[src/rtl/outlier_writeback_pkg.sv]
// Shared definitions for the outlier writeback block: FSM states, default
// widths and the per-word address increment.
package outlier_writeback_pkg;

  typedef enum logic [1:0] {
    ST_IDLE,
    ST_RUN,
    ST_FLUSH,
    ST_DONE
  } wb_state_t;

  localparam int unsigned DEF_POS_W  = 16;
  localparam int unsigned DEF_ADDR_W = 32;

  // Byte step between consecutive packed words of two positions.
  function automatic int unsigned addr_step(input int unsigned pos_w);
    return (2 * pos_w) / 8;
  endfunction

endpackage

[src/rtl/outlier_pack_stage.sv]
// Pairs returned FIFO positions into 2N-bit words: pack register, one-entry
// skid for data returned while the output is stalled, and a valid/ready output.
module outlier_pack_stage
  import outlier_writeback_pkg::*;
#(
  parameter int unsigned N = DEF_POS_W
) (
  input  logic           clock,
  input  logic           reset,
  input  logic           i_clear,
  input  logic           i_pos_valid,
  input  logic [N-1:0]   i_pos,
  input  logic           i_pad,
  input  logic           i_out_ready,
  output logic           o_skid_full,
  output logic           o_pack_full,
  output logic           o_out_valid,
  output logic [2*N-1:0] o_out_data,
  output logic           o_accept
);

  localparam logic [N-1:0] PAD = '1;

  logic           r_pack_v;
  logic           r_skid_v;
  logic           r_out_v;
  logic [N-1:0]   r_pack;
  logic [N-1:0]   r_skid;
  logic [2*N-1:0] r_out;

  logic           w_in_valid;
  logic [N-1:0]   w_in;
  logic           w_out_free;
  logic           w_accept;

  // The skid is never full while a read returns, so it simply takes priority.
  assign w_in_valid = r_skid_v | i_pos_valid;
  assign w_in       = r_skid_v ? r_skid : i_pos;
  assign w_accept   = r_out_v & i_out_ready;
  assign w_out_free = ~r_out_v | i_out_ready;

  always_ff @(posedge clock) begin
    if (!reset || i_clear) begin
      r_pack_v <= 1'b0;
      r_skid_v <= 1'b0;
      r_out_v  <= 1'b0;
      r_pack   <= '0;
      r_skid   <= '0;
      r_out    <= '0;
    end else begin
      if (w_accept)
        r_out_v <= 1'b0;
      if (w_in_valid) begin
        if (!r_pack_v) begin
          r_pack   <= w_in;
          r_pack_v <= 1'b1;
          r_skid_v <= 1'b0;
        end else if (w_out_free) begin
          r_out    <= {w_in, r_pack};
          r_out_v  <= 1'b1;
          r_pack_v <= 1'b0;
          r_skid_v <= 1'b0;
        end else begin
          r_skid   <= w_in;
          r_skid_v <= 1'b1;
        end
      end else if (i_pad && r_pack_v && w_out_free) begin
        r_out    <= {PAD, r_pack};
        r_out_v  <= 1'b1;
        r_pack_v <= 1'b0;
      end
    end
  end

  assign o_skid_full = r_skid_v;
  assign o_pack_full = r_pack_v;
  assign o_out_valid = r_out_v;
  assign o_out_data  = r_out;
  assign o_accept    = w_accept;

endmodule

[src/rtl/outlier_writeback.sv]
// Drains the outlier-position FIFO and writes packed position pairs to
// consecutive memory words starting at a programmable base address.
module outlier_writeback
  import outlier_writeback_pkg::*;
#(
  parameter int unsigned N      = DEF_POS_W,
  parameter int unsigned ADDR_W = DEF_ADDR_W
) (
  input  logic              clock,
  input  logic              reset,
  input  logic              start,
  input  logic [ADDR_W-1:0] base_addr,
  input  logic              ctrl_done,
  input  logic [N-1:0]      fifo_dout,
  input  logic              fifo_empty,
  output logic              fifo_rd_en,
  output logic              mem_valid,
  input  logic              mem_ready,
  output logic [ADDR_W-1:0] mem_addr,
  output logic [2*N-1:0]    mem_wdata,
  output logic [N-1:0]      outlier_count,
  output logic              busy,
  output logic              done
);

  localparam logic [ADDR_W-1:0] STEP = ADDR_W'(addr_step(N));

  wb_state_t         r_state;
  wb_state_t         w_next;
  logic [ADDR_W-1:0] r_addr;
  logic [N-1:0]      r_count;
  logic              r_inflight;
  logic              r_guard;

  logic              w_rd_en;
  logic              w_start_ok;
  logic              w_guard_now;
  logic              w_skid_full;
  logic              w_pack_full;
  logic              w_out_valid;
  logic [2*N-1:0]    w_out_data;
  logic              w_accept;

  assign w_start_ok  = start && (r_state == ST_IDLE || r_state == ST_DONE);
  assign w_guard_now = ctrl_done && fifo_empty;

  outlier_pack_stage #(.N(N)) u_pack (
    .clock       (clock),
    .reset       (reset),
    .i_clear     (w_start_ok),
    .i_pos_valid (r_inflight),
    .i_pos       (fifo_dout),
    .i_pad       (r_state == ST_FLUSH),
    .i_out_ready (mem_ready),
    .o_skid_full (w_skid_full),
    .o_pack_full (w_pack_full),
    .o_out_valid (w_out_valid),
    .o_out_data  (w_out_data),
    .o_accept    (w_accept)
  );

  always_comb begin
    w_next  = r_state;
    w_rd_en = 1'b0;
    case (r_state)
      ST_IDLE: if (start) w_next = ST_RUN;
      ST_RUN: begin
        w_rd_en = !fifo_empty && !w_skid_full && !(w_out_valid && !mem_ready);
        // End of stream needs the done+empty condition held for two cycles.
        if (r_guard && w_guard_now && !r_inflight && !w_skid_full)
          w_next = ST_FLUSH;
      end
      ST_FLUSH: if (!w_pack_full && (!w_out_valid || w_accept)) w_next = ST_DONE;
      ST_DONE: if (start) w_next = ST_RUN;
      default: w_next = ST_IDLE;
    endcase
  end

  always_ff @(posedge clock) begin
    if (!reset) begin
      r_state    <= ST_IDLE;
      r_addr     <= '0;
      r_count    <= '0;
      r_inflight <= 1'b0;
      r_guard    <= 1'b0;
    end else begin
      r_state    <= w_next;
      r_inflight <= w_rd_en;
      r_guard    <= (r_state == ST_RUN) && w_guard_now;
      if (w_start_ok) begin
        r_addr  <= base_addr;
        r_count <= '0;
      end else begin
        if (w_accept)
          r_addr <= r_addr + STEP;
        if (r_inflight && r_count != '1)
          r_count <= r_count + 1'b1;
      end
    end
  end

  assign fifo_rd_en    = w_rd_en;
  assign mem_valid     = w_out_valid;
  assign mem_addr      = r_addr;
  assign mem_wdata     = w_out_data;
  assign outlier_count = r_count;
  assign busy          = (r_state == ST_RUN) || (r_state == ST_FLUSH);
  assign done          = (r_state == ST_DONE);

endmodule

[config.mk]
export PLATFORM = sky130hd
export DESIGN_NAME = outlier_writeback
export DESIGN_NICKNAME = d
export VERILOG_FILES = /design/src/rtl/outlier_writeback_pkg.sv /design/src/rtl/outlier_pack_stage.sv /design/src/rtl/outlier_writeback.sv
export SDC_FILE = /design/constraint.sdc
export NUM_CORES = 1
export LEC_CHECK = 0
export ABC_AREA = 1
export CAP_MARGIN = 10
export CORE_ASPECT_RATIO = 1.5
export CORE_MARGIN = 10
export CORE_UTILIZATION = 46
export DETAILED_ROUTE_END_ITERATION = 12
export PLACE_DENSITY = 0.77
export REMOVE_ABC_BUFFERS = 1
export SYNTH_ARGS = -nofsm -noshare
export SYNTH_HDL_FRONTEND = slang
export SYNTH_HIERARCHICAL = 1
export SYNTH_SLANG_ARGS = --single-unit
export TNS_END_PERCENT = 5
[constraint.sdc]
create_clock -name clock -period 5.2 [get_ports clock]
set_input_delay 0.52 -clock clock [delete_from_list [all_inputs] [get_ports clock]]
set_output_delay 0.52 -clock clock [all_outputs]
set_load 0.1 [all_outputs]
== After elaboration in Yosys (flattened, before gate mapping) ==
Index checks and enable logic that the tools add are counted.

* Register bits: 119
* Logic and storage cells: 85

* Eq/ne operators: 9
* $add $sub $neg: 2
* Multiplexer cells: 22
* Reductions and logical operators: 34
* Bitwise logic cells: 7

{| class="wikitable"
|+ Operators by type and width
! cell !! count
|-
| $mux W32 || 6
|-
| $add A32 B3 Y32 const B || 1
|-
| $add A16 B1 Y16 const B || 1
|-
| $mux W16 || 1
|-
| $ne A16 B16 Y1 const B || 1
|-
| $logic_and A1 B1 Y1 || 13
|-
| $mux W1 || 11
|-
| $reduce_and A3 Y1 || 3
|-
| $logic_not A1 Y1 || 8
|-
| $mux W2 || 3
|-
| $ne A2 B2 Y1 const B || 3
|-
| $pmux W2 S3 || 1
|-
| $eq A2 B2 Y1 const B || 2
|-
| $logic_or A1 B1 Y1 || 4
|-
| $ne A2 B1 Y1 const B || 2
|-
| $not A1 Y1 || 4
|-
| $reduce_bool A2 Y1 || 2
|-
| $reduce_or A2 Y1 || 2
|-
| $eq A2 B1 Y1 const B || 1
|-
| $logic_not A2 Y1 || 1
|-
| $or A1 B1 Y1 || 2
|-
| $reduce_and A2 Y1 || 1
|-
| $and A1 B1 Y1 || 1
|}

== Longest topological paths before layout ==
* Word-level depth: 6
* Gate-level depth with buffers: 11
* Depth with buffers taken out: 10

== Hierarchy ==
The synthesis kept the hierarchy.

{| class="wikitable"
|+ Modules (own cells, without submodules)
! module !! times used !! area each (µm²) !! cells an instance !! sequential area each (µm²)
|-
| outlier_writeback || 1 || 3500.9 || 564 || 1041.0
|-
| outlier_pack_stage || 1 || 3067.9 || 411 || 1341.3
|}

== Worst setup path after synthesis ==
No wires, ideal clock.

* Path type: flip-flop to output port
* Start: register u_pack.r_out_v, in the netlist u_pack/o_out_valid
* End: output fifo_rd_en
* Data arrival time: 2.188 ns
* Setup slack: 2.492 ns
* Buffers on the path: 0
* Stages on the path, launching flop included: 4
* Required time: 4.680 ns
* Cell sequence: dfxtp_1 inv_1 nor2_1 nor2_1

* Cells in the longest elaborated chain, start to end: 4

{| class="wikitable"
|+ RTL lines
! item !! RTL line !! text
|-
| from (decl) || outlier_pack_stage.sv:26 || <nowiki>logic r_out_v;</nowiki>
|-
| from (signal assigned) || outlier_pack_stage.sv:46 || <nowiki>r_out_v <= 1'b0;</nowiki>
|-
| from (signal assigned) || outlier_pack_stage.sv:52 || <nowiki>r_out_v <= 1'b0;</nowiki>
|-
| from (signal assigned) || outlier_pack_stage.sv:60 || <nowiki>r_out_v <= 1'b1;</nowiki>
|-
| $logic_and A1 B1 Y1 || outlier_writeback.sv:68 || <nowiki>w_rd_en = !fifo_empty && !w_skid_full && !(w_out_valid && !mem_ready);</nowiki>
|-
| $logic_not A1 Y1 || outlier_writeback.sv:68 ||
|-
| $logic_and A1 B1 Y1 || outlier_writeback.sv:68 ||
|-
| $mux W1 || outlier_writeback.sv:65 || <nowiki>case (r_state)</nowiki>
|-
| to (decl) || outlier_writeback.sv:16 || <nowiki>output logic fifo_rd_en,</nowiki>
|}

No other way between the ends.

== Final worst setup path ==
* Start: register u_pack.r_skid_v, in the netlist u_pack/o_skid_full
* End: output fifo_rd_en

* Cells in the longest elaborated chain, start to end: 4

{| class="wikitable"
|+ RTL lines
! item !! RTL line !! text
|-
| from (decl) || outlier_pack_stage.sv:25 || <nowiki>logic r_skid_v;</nowiki>
|-
| from (signal assigned) || outlier_pack_stage.sv:45 || <nowiki>r_skid_v <= 1'b0;</nowiki>
|-
| from (signal assigned) || outlier_pack_stage.sv:57 || <nowiki>r_skid_v <= 1'b0;</nowiki>
|-
| from (signal assigned) || outlier_pack_stage.sv:62 || <nowiki>r_skid_v <= 1'b0;</nowiki>
|-
| $logic_not A1 Y1 || outlier_writeback.sv:68 ||
|-
| $logic_and A1 B1 Y1 (2 in series) || outlier_writeback.sv:68 ||
|-
| $mux W1 || outlier_writeback.sv:65 ||
|}

No other way between the ends.

==> impl_metrics.ini <==
[timing]
post-route-period-util_pct = 62.37
rsz0062_at_grt = no
fin_tns_setup_ns = 0
post-route-min-period_ns = 3.243
fin_ws_ns = 1.957
setup_viol = 0
tightest_slew_ns = 1.018
finalMaxSlewViolations = 0
finClkSkew_ns = 0.01345
slew_headroom_pct = 31.91
hold_viol = 0
whs_ns = 0.4500
max_freq_mhz = 308.3

[worst_setup_path]
path_class = register to output pin
crit_start = u_pack/o_skid_full
start_kind = register
arrival_ns = 2.72
cp_max_fo = 19
worst_path_max_delay_cell = clkdlybuf4s50_1
crit_path_cell_trace = inv_1, nand2_1, nor2_1, clkdlybuf4s50_1
r2r-start = r_state[0]
required_ns = 4.68
critPathTopFamily = buffers and inverters
endpoint_kind = output pin
cp_num_buf_inv = 2
slowest_delay_ns = 0.98

[power]
power_leakage_nw = 3.092
comb_power_share_pct = 42.6
powerDensity_mw_per_mm2 = 490.2
power.share.clock_pct = 29.6
peakVddDrop_mv = 0.4367
p_switching_w = 0.001942
seqPwrFrac_pct = 27.7
swShare_pct = 46.50
internal_power_w = 0.002234

[min_path]
hold_path.class = register to register
min_from = u_pack/r_pack[2]

[synth]
seq_area_frac_synth_pct = 36.27
synth-warning-count = 6
ys_ff_latch = 119
syn_area_mm2 = 0.006569
synth_cell_types = 41
syn-instance-count = 975
ys.flop_type = dfxtp_1
async_flop_share_pct = 0
syn_area_per_cell_um2 = 6.737
synth-edff-count = 0

[global_routing]
grt_pass1_wl_um = 30240
grt_pass1_vias = 6233
grtUsageTotal_pct = 18.34
antenna_found_initial = 0
grt_max_degree = 46
gr-total-overflow = 0

[final_layout]
layout_common_cells = nand2_1 (251), nor2_1 (164), clkdlybuf4s50_1 (137), dfxtp_1 (119), inv_1 (80)
syn_to_final_growth_pct = 29.66
final_core_util_pct = 60.87
drive_gt1_share_pct = 9.900
diodes = 0
layout_commonest_cell = nand2_1
nets = 1148

[clocking]
htreeDepth = 4
cts_buffer_depth = 2
hold_buffers = 0
cts_buffers = 17
clock_latency_ns = 0.42
cts.clk_slew.worst_paths_ns = 0.06
post_cts_buffers = 0
clockRootBuffer = clkbuf_16
post_cts_resize_count = 0
cts_tree = done
cts_sinks = 119

[place]
dp_hpwl_um = 13090
io_buffers = 137
dpl_worst_slack_ns = 2.225
gp_congestion = 0.9400

[detailed_routing]
vias = 6500
drt-total-wl_um = 18330
drc = 0
drt-vias-per-instance = 5.027
dr.pass1.iters = 5
wl_per_cell_um = 14.17
drt_iter0_markers = 413
drtAntennaViolNets = 0

[floorplan]
coreArea_mm2 = 0.01399
die_x_um = 117.6
dieHeight_um = 166.4
start_util_pct = 46.95
io_pins = 138
rows = 53
dieArea_mm2 = 0.01956

[status]
outcome = complete, no violations

[job]
drv_cap = 0
registers in the layout (all words and copies together), names as in the netlist, 2 cells and up:
signal             flops
mem_addr              32
outlier_count         16
r_state                2
u_pack/o_out_data     32
u_pack/r_pack         16
u_pack/r_skid         16
tightest hold or removal path: stages, from the launching register on:
cell,delay [ns]
dfxtp_1,0.29
inv_1,0.06
a21oi_1,0.05
cell families (layout without fill, tap and decap cells):
group           after synthesis  after routing  share of synthesized area (%)
simple gates                563            563                          39.20
compound gates              150            150                          12.93
buf+inv                     131            257                          9.657
flops                       119            119                          36.27
fa+ha+maj                     6              6                          1.143
xor+xnor                      6              6                         0.8000
power groups by stage:
stage | clock network (W) | logic [W] | registers [W]
floorplan | 0 | 0.000719 | 0.00179
global placement | 0 | 0.00177 | 0.00117
detailed placement | 0 | 0.00178 | 0.00117
CTS | 0.00125 | 0.00179 | 0.00116
global route | 0.00130 | 0.00191 | 0.00117
finish | 0.00124 | 0.00178 | 0.00116
final cells by class:
| class | count | area (um2) |
|---|---|---|
| clock buffers | 17 | 425.4 |
| clock inverters | 15 | 190.2 |
| fillers | 1316 | 5475 |
| inverters | 85 | 325.3 |
| multi-input cells | 725 | 3560 |
| flip-flops and latches | 119 | 2382 |
| well taps | 192 | 240.2 |
| repair buffers | 140 | 1394 |
synth_stat cells (all sizes together) (2+ instances only):
master	number	share of area [%]
nand2	264	16
nor2	180	12
dfxtp	119	36
nand3	88	8.2
inv	84	4.9
a21oi	83	7.2
o21ai	48	3.7
buf	36	4.1
nor3	18	1.5
clkbuf	10	0.57
nand4	7	0.90
a31oi	6	0.57
ha	6	1.1
o211ai	5	0.57
xor2	4	0.53
nand3b	3	0.34
a211oi	2	0.23
a22oi	2	0.23
or2	2	0.19
xnor2	2	0.27
per-stage QoR:
| step | power (W) | cell area (um2) | instances |
|---|---|---|---|
| global placement | 0.002943 | 7901 | 1261 |
| CTS | 0.004195 | 8517 | 1293 |
| floorplan | 0.002514 | 6260 | 929 |
| global route | 0.004382 | 8517 | 1293 |
| finish | 0.004175 | 8517 | 1293 |
| detailed placement | 0.002953 | 7901 | 1261 |
worst paths after layout:
| check | endpoint | slack [ns] | depth (start not counted) |
|---|---|---|---|
| worst max-delay path | fifo_rd_en | 1.96 | 4 |
| worst min-delay path | u_pack/r_pack[2] | 0.45 | 2 |
| worst max register to register | u_pack/r_pack[1] | 2.36 | 8 |
| worst min register to register | u_pack/r_pack[2] | 0.45 | 2 |
per-layer routing:
layer / track usage, % / part of all wire (%)
met1: 19.17 / 39
met3: 5.988 / 6.6
met2: 32.68 / 51
met5: 0 / 0
met4: 7.983 / 2.9
No activity file was read; power rests on OpenSTA's default activity.
